**config.mk**
```make
export PLATFORM = sky130hd
export DESIGN_NAME = imem_boot_fetch_flat
export DESIGN_NICKNAME = d
export VERILOG_FILES = /design/src/rtl/imem_boot_fetch_pkg.sv /design/src/rtl/imem_boot_fetch_if.sv /design/src/rtl/imem_boot_fetch_array.sv /design/src/rtl/imem_boot_fetch.sv /design/src/flat_wrapper.sv
export SDC_FILE = /design/constraint.sdc
export NUM_CORES = 2
export LEC_CHECK = 0
export ABC_AREA = 0
export CORE_UTILIZATION = 50
export CTS_CLUSTER_DIAMETER = 120
export DETAILED_ROUTE_END_ITERATION = 16
export GPL_TIMING_DRIVEN = 0
export PLACE_DENSITY = 0.65
export SYNTH_ARGS = -nofsm -noshare
export SYNTH_HDL_FRONTEND = slang
export SYNTH_SLANG_ARGS = --single-unit
```
**constraint.sdc**
```tcl
create_clock -name clk -period 5.25 [get_ports clk]
set_input_delay 1.05 -clock clk [delete_from_list [all_inputs] [get_ports clk]]
set_output_delay 1.05 -clock clk [all_outputs]
set_load 0.05 [all_outputs]
```
**src/rtl/imem_boot_fetch_pkg.sv**
```systemverilog
// ============================================================================
// imem_boot_fetch_pkg : shared opcodes, default words and FSM state encoding
// Revision 1.0
// ============================================================================
`default_nettype none

package imem_boot_fetch_pkg;

    // Top five bits of a 16-bit instruction word
    localparam logic [4:0] OPC_NOP  = 5'h00;
    localparam logic [4:0] OPC_HALT = 5'h01;
    localparam logic [4:0] OPC_LOAD = 5'h09;

    localparam logic [2:0] REG_R0 = 3'd0;
    localparam logic [2:0] REG_R1 = 3'd1;

    localparam logic [15:0] PKG_NOP_WORD  = {OPC_NOP,  11'h000};
    localparam logic [15:0] PKG_HALT_WORD = {OPC_HALT, 11'h000};

    typedef enum logic [1:0] {
        ST_IDLE = 2'd0,
        ST_LOAD = 2'd1,
        ST_RUN  = 2'd2
    } state_t;

endpackage

`default_nettype wire

```
**src/rtl/imem_boot_fetch_if.sv**
```systemverilog
// ============================================================================
// imem_boot_fetch_if : loader stream and IF-stage fetch port bundle
// Revision 1.0
// ============================================================================
`default_nettype none

interface imem_boot_fetch_if #(
    parameter int unsigned IW = 16,
    parameter int unsigned AW = 8
);
    logic          ld_valid;
    logic          ld_ready;
    logic [IW-1:0] ld_data;
    logic          ld_last;
    logic          reload;
    logic          fetch_en;
    logic          stall;
    logic          flush;
    logic [AW-1:0] pc;
    logic [IW-1:0] instr;
    logic          instr_valid;
    logic          loaded;
    logic [AW:0]   load_count;
    logic          par_err;

    modport master (
        output ld_valid, ld_data, ld_last, reload, fetch_en, stall, flush, pc,
        input  ld_ready, instr, instr_valid, loaded, load_count, par_err
    );

    modport slave (
        input  ld_valid, ld_data, ld_last, reload, fetch_en, stall, flush, pc,
        output ld_ready, instr, instr_valid, loaded, load_count, par_err
    );
endinterface

`default_nettype wire

```
**src/rtl/imem_boot_fetch_array.sv**
```systemverilog
// ============================================================================
// imem_array : single-write / single-read RAM with registered, enabled read
// Revision 1.0
// ============================================================================
`default_nettype none

module imem_array #(
    parameter int unsigned W     = 16,
    parameter int unsigned DEPTH = 256,
    parameter int unsigned AW    = 8
) (
    input  wire logic          clk,
    input  wire logic          we_i,
    input  wire logic [AW-1:0] waddr_i,
    input  wire logic [W-1:0]  wdata_i,
    input  wire logic          re_i,
    input  wire logic [AW-1:0] raddr_i,
    output logic      [W-1:0]  rdata_o
);

    logic [W-1:0] mem_q [DEPTH];
    logic [W-1:0] rdata_q;

    always_ff @(posedge clk) begin
        if (we_i) begin
            mem_q[waddr_i] <= wdata_i;
        end
    end

    // Read data only advances on an enabled read so the fetch output can hold
    always_ff @(posedge clk) begin
        if (re_i) begin
            rdata_q <= mem_q[raddr_i];
        end
    end

    assign rdata_o = rdata_q;

endmodule

`default_nettype wire

```
**src/rtl/imem_boot_fetch.sv**
```systemverilog
// ============================================================================
// imem_boot_fetch : boot-loaded instruction memory with 1-cycle fetch port
// Optional parity protection enabled by defining IMEM_PARITY_EN.
// Revision 1.0
// ============================================================================
`default_nettype none

module imem_boot_fetch
    import imem_boot_fetch_pkg::*;
#(
    parameter int unsigned   IW        = 16,
    parameter int unsigned   AW        = 8,
    parameter int unsigned   DEPTH     = 256,
    parameter logic [IW-1:0] NOP_WORD  = IW'(PKG_NOP_WORD),
    parameter logic [IW-1:0] HALT_WORD = IW'(PKG_HALT_WORD)
) (
    input wire logic         clk,
    input wire logic         rst_n,
    imem_boot_fetch_if.slave bus
);

`ifdef IMEM_PARITY_EN
    localparam int unsigned MW = IW + 1;
`else
    localparam int unsigned MW = IW;
`endif

    state_t        state_q, state_d;
    logic [AW:0]   cnt_q, cnt_d;
    logic          vld_q, vld_d;
    logic          nop_q, nop_d;
    logic          chk_q, chk_d;

    logic          w_ready;
    logic          w_accept;
    logic          w_hit;
    logic          w_re;
    logic          w_bad;
    logic [MW-1:0] w_wdata;
    logic [MW-1:0] w_rdata;

    assign w_ready  = rst_n && !bus.reload && (state_q != ST_RUN);
    assign w_accept = bus.ld_valid && w_ready;
    assign w_hit    = {1'b0, bus.pc} < cnt_q;
    assign w_re     = (state_q == ST_RUN) && !bus.reload && !bus.flush &&
                      !bus.stall && bus.fetch_en && w_hit;

`ifdef IMEM_PARITY_EN
    // Even parity: the stored word including its parity bit XORs to zero
    assign w_wdata = {^bus.ld_data, bus.ld_data};
    assign w_bad   = chk_q && (^w_rdata);
`else
    assign w_wdata = bus.ld_data;
    assign w_bad   = 1'b0;
`endif

    imem_array #(
        .W     (MW),
        .DEPTH (DEPTH),
        .AW    (AW)
    ) u_array (
        .clk     (clk),
        .we_i    (w_accept),
        .waddr_i (cnt_q[AW-1:0]),
        .wdata_i (w_wdata),
        .re_i    (w_re),
        .raddr_i (bus.pc),
        .rdata_o (w_rdata)
    );

    always_comb begin
        state_d = state_q;
        cnt_d   = cnt_q;
        vld_d   = vld_q;
        nop_d   = nop_q;
        chk_d   = chk_q;
        if (bus.reload) begin
            state_d = ST_IDLE;
            cnt_d   = '0;
            vld_d   = 1'b0;
            nop_d   = 1'b1;
            chk_d   = 1'b0;
        end else begin
            case (state_q)
                ST_IDLE, ST_LOAD: begin
                    vld_d = 1'b0;
                    nop_d = 1'b1;
                    chk_d = 1'b0;
                    if (w_accept) begin
                        cnt_d   = cnt_q + 1'b1;
                        state_d = (bus.ld_last || cnt_q == (AW+1)'(DEPTH - 1))
                                  ? ST_RUN : ST_LOAD;
                    end
                end
                ST_RUN: begin
                    if (bus.flush) begin
                        vld_d = 1'b0;
                        nop_d = 1'b1;
                        chk_d = 1'b0;
                    end else if (bus.stall) begin
                        vld_d = vld_q;
                    end else if (bus.fetch_en) begin
                        vld_d = 1'b1;
                        nop_d = !w_hit;
                        chk_d = w_hit;
                    end else begin
                        vld_d = 1'b0;
                    end
                end
                default: state_d = ST_IDLE;
            endcase
        end
    end

    always_ff @(posedge clk) begin
        if (!rst_n) begin
            state_q <= ST_IDLE;
            cnt_q   <= '0;
            vld_q   <= 1'b0;
            nop_q   <= 1'b1;
            chk_q   <= 1'b0;
        end else begin
            state_q <= state_d;
            cnt_q   <= cnt_d;
            vld_q   <= vld_d;
            nop_q   <= nop_d;
            chk_q   <= chk_d;
        end
    end

    assign bus.ld_ready    = w_ready;
    assign bus.instr       = nop_q ? NOP_WORD : (w_bad ? HALT_WORD : w_rdata[IW-1:0]);
    assign bus.instr_valid = vld_q;
    assign bus.loaded      = (state_q == ST_RUN);
    assign bus.load_count  = cnt_q;
    assign bus.par_err     = w_bad;

endmodule

`default_nettype wire

```
**src/flat_wrapper.sv**
```systemverilog
// flat-port wrapper written by rule: the top's interface ports become plain ports
module imem_boot_fetch_flat import imem_boot_fetch_pkg::*;
#(
    parameter int unsigned   IW        = 16,
    parameter int unsigned   AW        = 8,
    parameter int unsigned   DEPTH     = 256,
    parameter logic [IW-1:0] NOP_WORD  = IW'(PKG_NOP_WORD),
    parameter logic [IW-1:0] HALT_WORD = IW'(PKG_HALT_WORD)
)
  (clk, rst_n, bus_ld_valid, bus_ld_data, bus_ld_last, bus_reload, bus_fetch_en, bus_stall, bus_flush, bus_pc, bus_ld_ready, bus_instr, bus_instr_valid, bus_loaded, bus_load_count, bus_par_err);
  imem_boot_fetch_if #(.IW(IW), .AW(AW)) bus_i ();
  input wire logic clk;
  input wire logic rst_n;
  input wire logic [$bits(bus_i.ld_valid)-1:0] bus_ld_valid;
  input wire logic [$bits(bus_i.ld_data)-1:0] bus_ld_data;
  input wire logic [$bits(bus_i.ld_last)-1:0] bus_ld_last;
  input wire logic [$bits(bus_i.reload)-1:0] bus_reload;
  input wire logic [$bits(bus_i.fetch_en)-1:0] bus_fetch_en;
  input wire logic [$bits(bus_i.stall)-1:0] bus_stall;
  input wire logic [$bits(bus_i.flush)-1:0] bus_flush;
  input wire logic [$bits(bus_i.pc)-1:0] bus_pc;
  output wire logic [$bits(bus_i.ld_ready)-1:0] bus_ld_ready;
  output wire logic [$bits(bus_i.instr)-1:0] bus_instr;
  output wire logic [$bits(bus_i.instr_valid)-1:0] bus_instr_valid;
  output wire logic [$bits(bus_i.loaded)-1:0] bus_loaded;
  output wire logic [$bits(bus_i.load_count)-1:0] bus_load_count;
  output wire logic [$bits(bus_i.par_err)-1:0] bus_par_err;
  assign bus_i.ld_valid = bus_ld_valid;
  assign bus_i.ld_data = bus_ld_data;
  assign bus_i.ld_last = bus_ld_last;
  assign bus_i.reload = bus_reload;
  assign bus_i.fetch_en = bus_fetch_en;
  assign bus_i.stall = bus_stall;
  assign bus_i.flush = bus_flush;
  assign bus_i.pc = bus_pc;
  assign bus_ld_ready = bus_i.ld_ready;
  assign bus_instr = bus_i.instr;
  assign bus_instr_valid = bus_i.instr_valid;
  assign bus_loaded = bus_i.loaded;
  assign bus_load_count = bus_i.load_count;
  assign bus_par_err = bus_i.par_err;
  imem_boot_fetch #(.IW(IW), .AW(AW), .DEPTH(DEPTH), .NOP_WORD(NOP_WORD), .HALT_WORD(HALT_WORD)) u_core (.clk(clk), .rst_n(rst_n), .bus(bus_i));
endmodule
```
==> impl_metrics.env <==
export IMPL_skew_ps=51.88
export IMPL_synth_warnings=0
export IMPL_clk_path_buf_depth=4
export IMPL_start_util=0.5037
export IMPL_place_gp_congestion=0.9893
export IMPL_firstDrtPassIters=6
export IMPL_fin_crit_sh=1.100
export IMPL_layout_commonest_cell="edfxtp_1"
export IMPL_relSlewSlack=0.07735
export IMPL_ios=61
export IMPL_cts_max_level=5
export IMPL_setup_slack_ps=-523.0
export IMPL_synth_top_area_share=0.7841
export IMPL_drv_cap=0
export IMPL_yosysSeqAreaShare=0.7857
export IMPL_timing_hold_ws_ps=471.8
export IMPL_grt_ovfl_total=0
export IMPL_synth_cell_types=46
export IMPL_worstPathMaxFanout=10
export IMPL_worst_setup_path_start_kind="input pin"
export IMPL_power_w=0.06875
export IMPL_syn_area_per_cell_um2=21.54
export IMPL_clkTransAtPathRegs_ps=60
export IMPL_area_growth_syn_to_layout_pct=15.84
export IMPL_vias=82300
export IMPL_r2r_end="u_core.u_array.mem_q[54][6]"
export IMPL_vias_per_cell=6.565
export IMPL_numCtsBuffers=412
export IMPL_grt_busiest_layer="met2"
export IMPL_status="complete, but fails checks"
export IMPL_final_antenna_net_count=0
export IMPL_finalNonFillerCells=12540
export IMPL_post_cts_repair_setup_buffers=0
export IMPL_drive_gt1_frac=0.2582
export IMPL_grt_max_degree=149
export IMPL_synth_cells=7311
export IMPL_required_ps=5910
export IMPL_fp_dieArea_um2=317200
export IMPL_fin_crit_ps=5773
export IMPL_syn_num_nets=7355
export IMPL_fp_row_count=205
export IMPL_rsz0062_at_grt="yes"
export IMPL_port_buffers=58
export IMPL_yosysTopAreaCell="edfxtp_1"
export IMPL_ys_flop_type="edfxtp_1"
export IMPL_layout_common_cells="edfxtp_1 (4,112), mux4_2 (768), mux2i_1 (529), clkbuf_16 (415), o22ai_1 (288)"
export IMPL_synth_seq_cells=4125
export IMPL_hold_path_class="in2reg"
export IMPL_place_ws_ps=-2196
export IMPL_die_w_um=563.2
export IMPL_power_leakage_nw=57.65
export IMPL_timing_rr_start="u_core.state_q[1]"
export IMPL_netlist_area_um2=157500
export IMPL_powerDensity_nw_per_um2=376.8
export IMPL_end_kind="register"
export IMPL_yosys_top_cells_area="edfxtp_1 (78%), mux4_2 (11%), mux2i_1 (3.4%), o22ai_1 (1.1%), a22oi_1 (0.92%)"
export IMPL_async_flop_share=0
export IMPL_antenna_found_initial=17
export IMPL_clk_latency_ps=980
export IMPL_met3_usage=0.06667
export IMPL_fmaxAchievable_ghz=0.1732
export IMPL_remaining_drc_errors=0
export IMPL_grt_use_met2=0.4551
export IMPL_first_iter_violations=12660
export IMPL_peakVddDrop_mv=0.3359
export IMPL_dp_final_hpwl_um=316800
export IMPL_setup_viol=16
export IMPL_path_class="in2reg"
export IMPL_die_y_um=563.2
export IMPL_grt_pass1_wl_um=644600
export IMPL_grt_usage=0.2966
export IMPL_reg2reg_depth=7
export IMPL_grt_pass1_vias=80360
export IMPL_crit_end="u_core.u_array.rdata_o[6]"
export IMPL_met1_usage=0.3941
export IMPL_cts_root_buffer="clkbuf_16"
export IMPL_crit_start="bus_pc[7]"
export IMPL_crit_arrival_ps=6440
export IMPL_cts_hold_buf=0
export IMPL_dpl_cell_count=11780
export IMPL_hold_violations=0
export IMPL_core_area_um2=312700
export IMPL_synth_edf_count=4112
export IMPL_cts_sinks=4125
export IMPL_maxSlewViolCount=0
export IMPL_drt_total_wl_um=471900
export IMPL_rrSetupSlack_ps=760
export IMPL_cts_tree="done"
export IMPL_tightest_slew_ps=1381
export IMPL_violations="setup timing"
export IMPL_final_nets=8099
export IMPL_drt_wirelength_per_cell_um=37.64
[worst min-delay path by stage]
stage | start | end | slack [ps] | depth (start not counted)
floorplan | u_core.state_q[1] | u_core.state_q[0] | 460 | 1
global placement | u_core.state_q[1] | u_core.state_q[0] | 500 | 1
detailed placement | u_core.state_q[1] | u_core.state_q[0] | 510 | 1
CTS | bus_ld_data[5] | u_core.u_array.mem_q[62][5] | 410 | 1
global route | bus_ld_data[2] | u_core.u_array.mem_q[250][2] | 450 | 1
finish | bus_ld_data[2] | u_core.u_array.mem_q[250][2] | 470 | 1
[through the flow]
step           area (um^2)  TNS (ps)    util
4_1_cts             182300         0  0.5831
2_1_floorplan       157500         0       -
3_5_place_dp        168800    -58180  0.5398
6_report            182400     -3715  0.5834
3_3_place_gp        163200         -  0.5221
5_1_grt             182400    -175.9  0.5834
[worst max-delay path, cell delays in order]
cell and delay (ps):
clkdlybuf4s50_1 1270, nor2b_1 470, nand2_1 590, clkbuf_1 710, nor3_1 240, a21oi_1 560
nand4_1 810, nor3_4 690
[final cells by class]
type | count | area [um^2]
Clock buffer | 501 | 10740
Multi-Input combinational cell | 2741 | 32230
Tap cell | 4140 | 5180
Buffer | 435 | 2587
Antenna cell | 4 | 10.01
Sequential cell | 4125 | 123700
Inverter | 10 | 37.54
Fill cell | 22240 | 130200
Clock inverter | 250 | 2481
Timing Repair Buffer | 330 | 5423
[repair_timing]
action | CTS | global route
resized for setup | 88 | 32
setup endpoints to repair | 16 | 14
pin swaps | 8 | 6
[per-layer routing]
layer | routed length (um) | share of wire
met5 | 115 | 0.00024
met4 | 31580 | 0.067
met3 | 50480 | 0.11
met2 | 217400 | 0.46
met1 | 172300 | 0.37
[state kept, by name, summed over array words and instances (netlist names)]
signal                  flops
u_core.nop_q                1
u_core.u_array.mem_q     4096
u_core.u_array.rdata_o     16
u_core.bus.instr_valid      1
u_core.state_q              2
u_core.bus.load_count       9
[synthesized netlist by cell type (2+ instances only)]
cell / n
edfxtp_1: 4112
mux4_2: 768
mux2i_1: 529
o22ai_1: 288
nor2_1: 280
clkbuf_1: 201
a22oi_1: 192
a21oi_1: 134
nor3_1: 118
a22o_1: 112
buf_6: 67
nor4_1: 64
buf_2: 60
buf_4: 55
nand2_1: 55
a221oi_1: 48
buf_1: 45
nor2b_1: 40
nand4_1: 21
o21ai_0: 17
a311oi_1: 15
dfxtp_1: 13
ha_1: 12
nand3_1: 11
inv_1: 10
xnor2_1: 7
nand2b_1: 6
buf_8: 4
or2_2: 4
a21o_1: 3
and2_1: 2
clkbuf_4: 2
nor4b_1: 2
o211ai_1: 2
[cells by family (layout without fill, tap and decap cells)]
| kind of cell | count (synthesis) | in the layout | share of synthesized area |
|---|---|---|---|
| flip-flops | 4125 | 4125 | 0.7857 |
| XOR/XNOR | 7 | 7 | 0.0003893 |
| multiplexers | 1297 | 1297 | 0.1435 |
| adder cells (fa/ha/maj) | 12 | 12 | 0.0009533 |
| AND/OR/NAND/NOR | 608 | 608 | 0.01787 |
| AO/OA/AOI/OAI | 816 | 816 | 0.03558 |
| other | 1 | 5 | 0.00002381 |
| buffers and inverters | 445 | 1526 | 0.01602 |
[power breakdown]
part / internal (W) / switching [W]
logic: 0.00107 / 0.00247
clock network: 0.0165 / 0.0125
registers: 0.0362 / 0.00000436
Note: power is estimated with default switching activity, not from simulation.
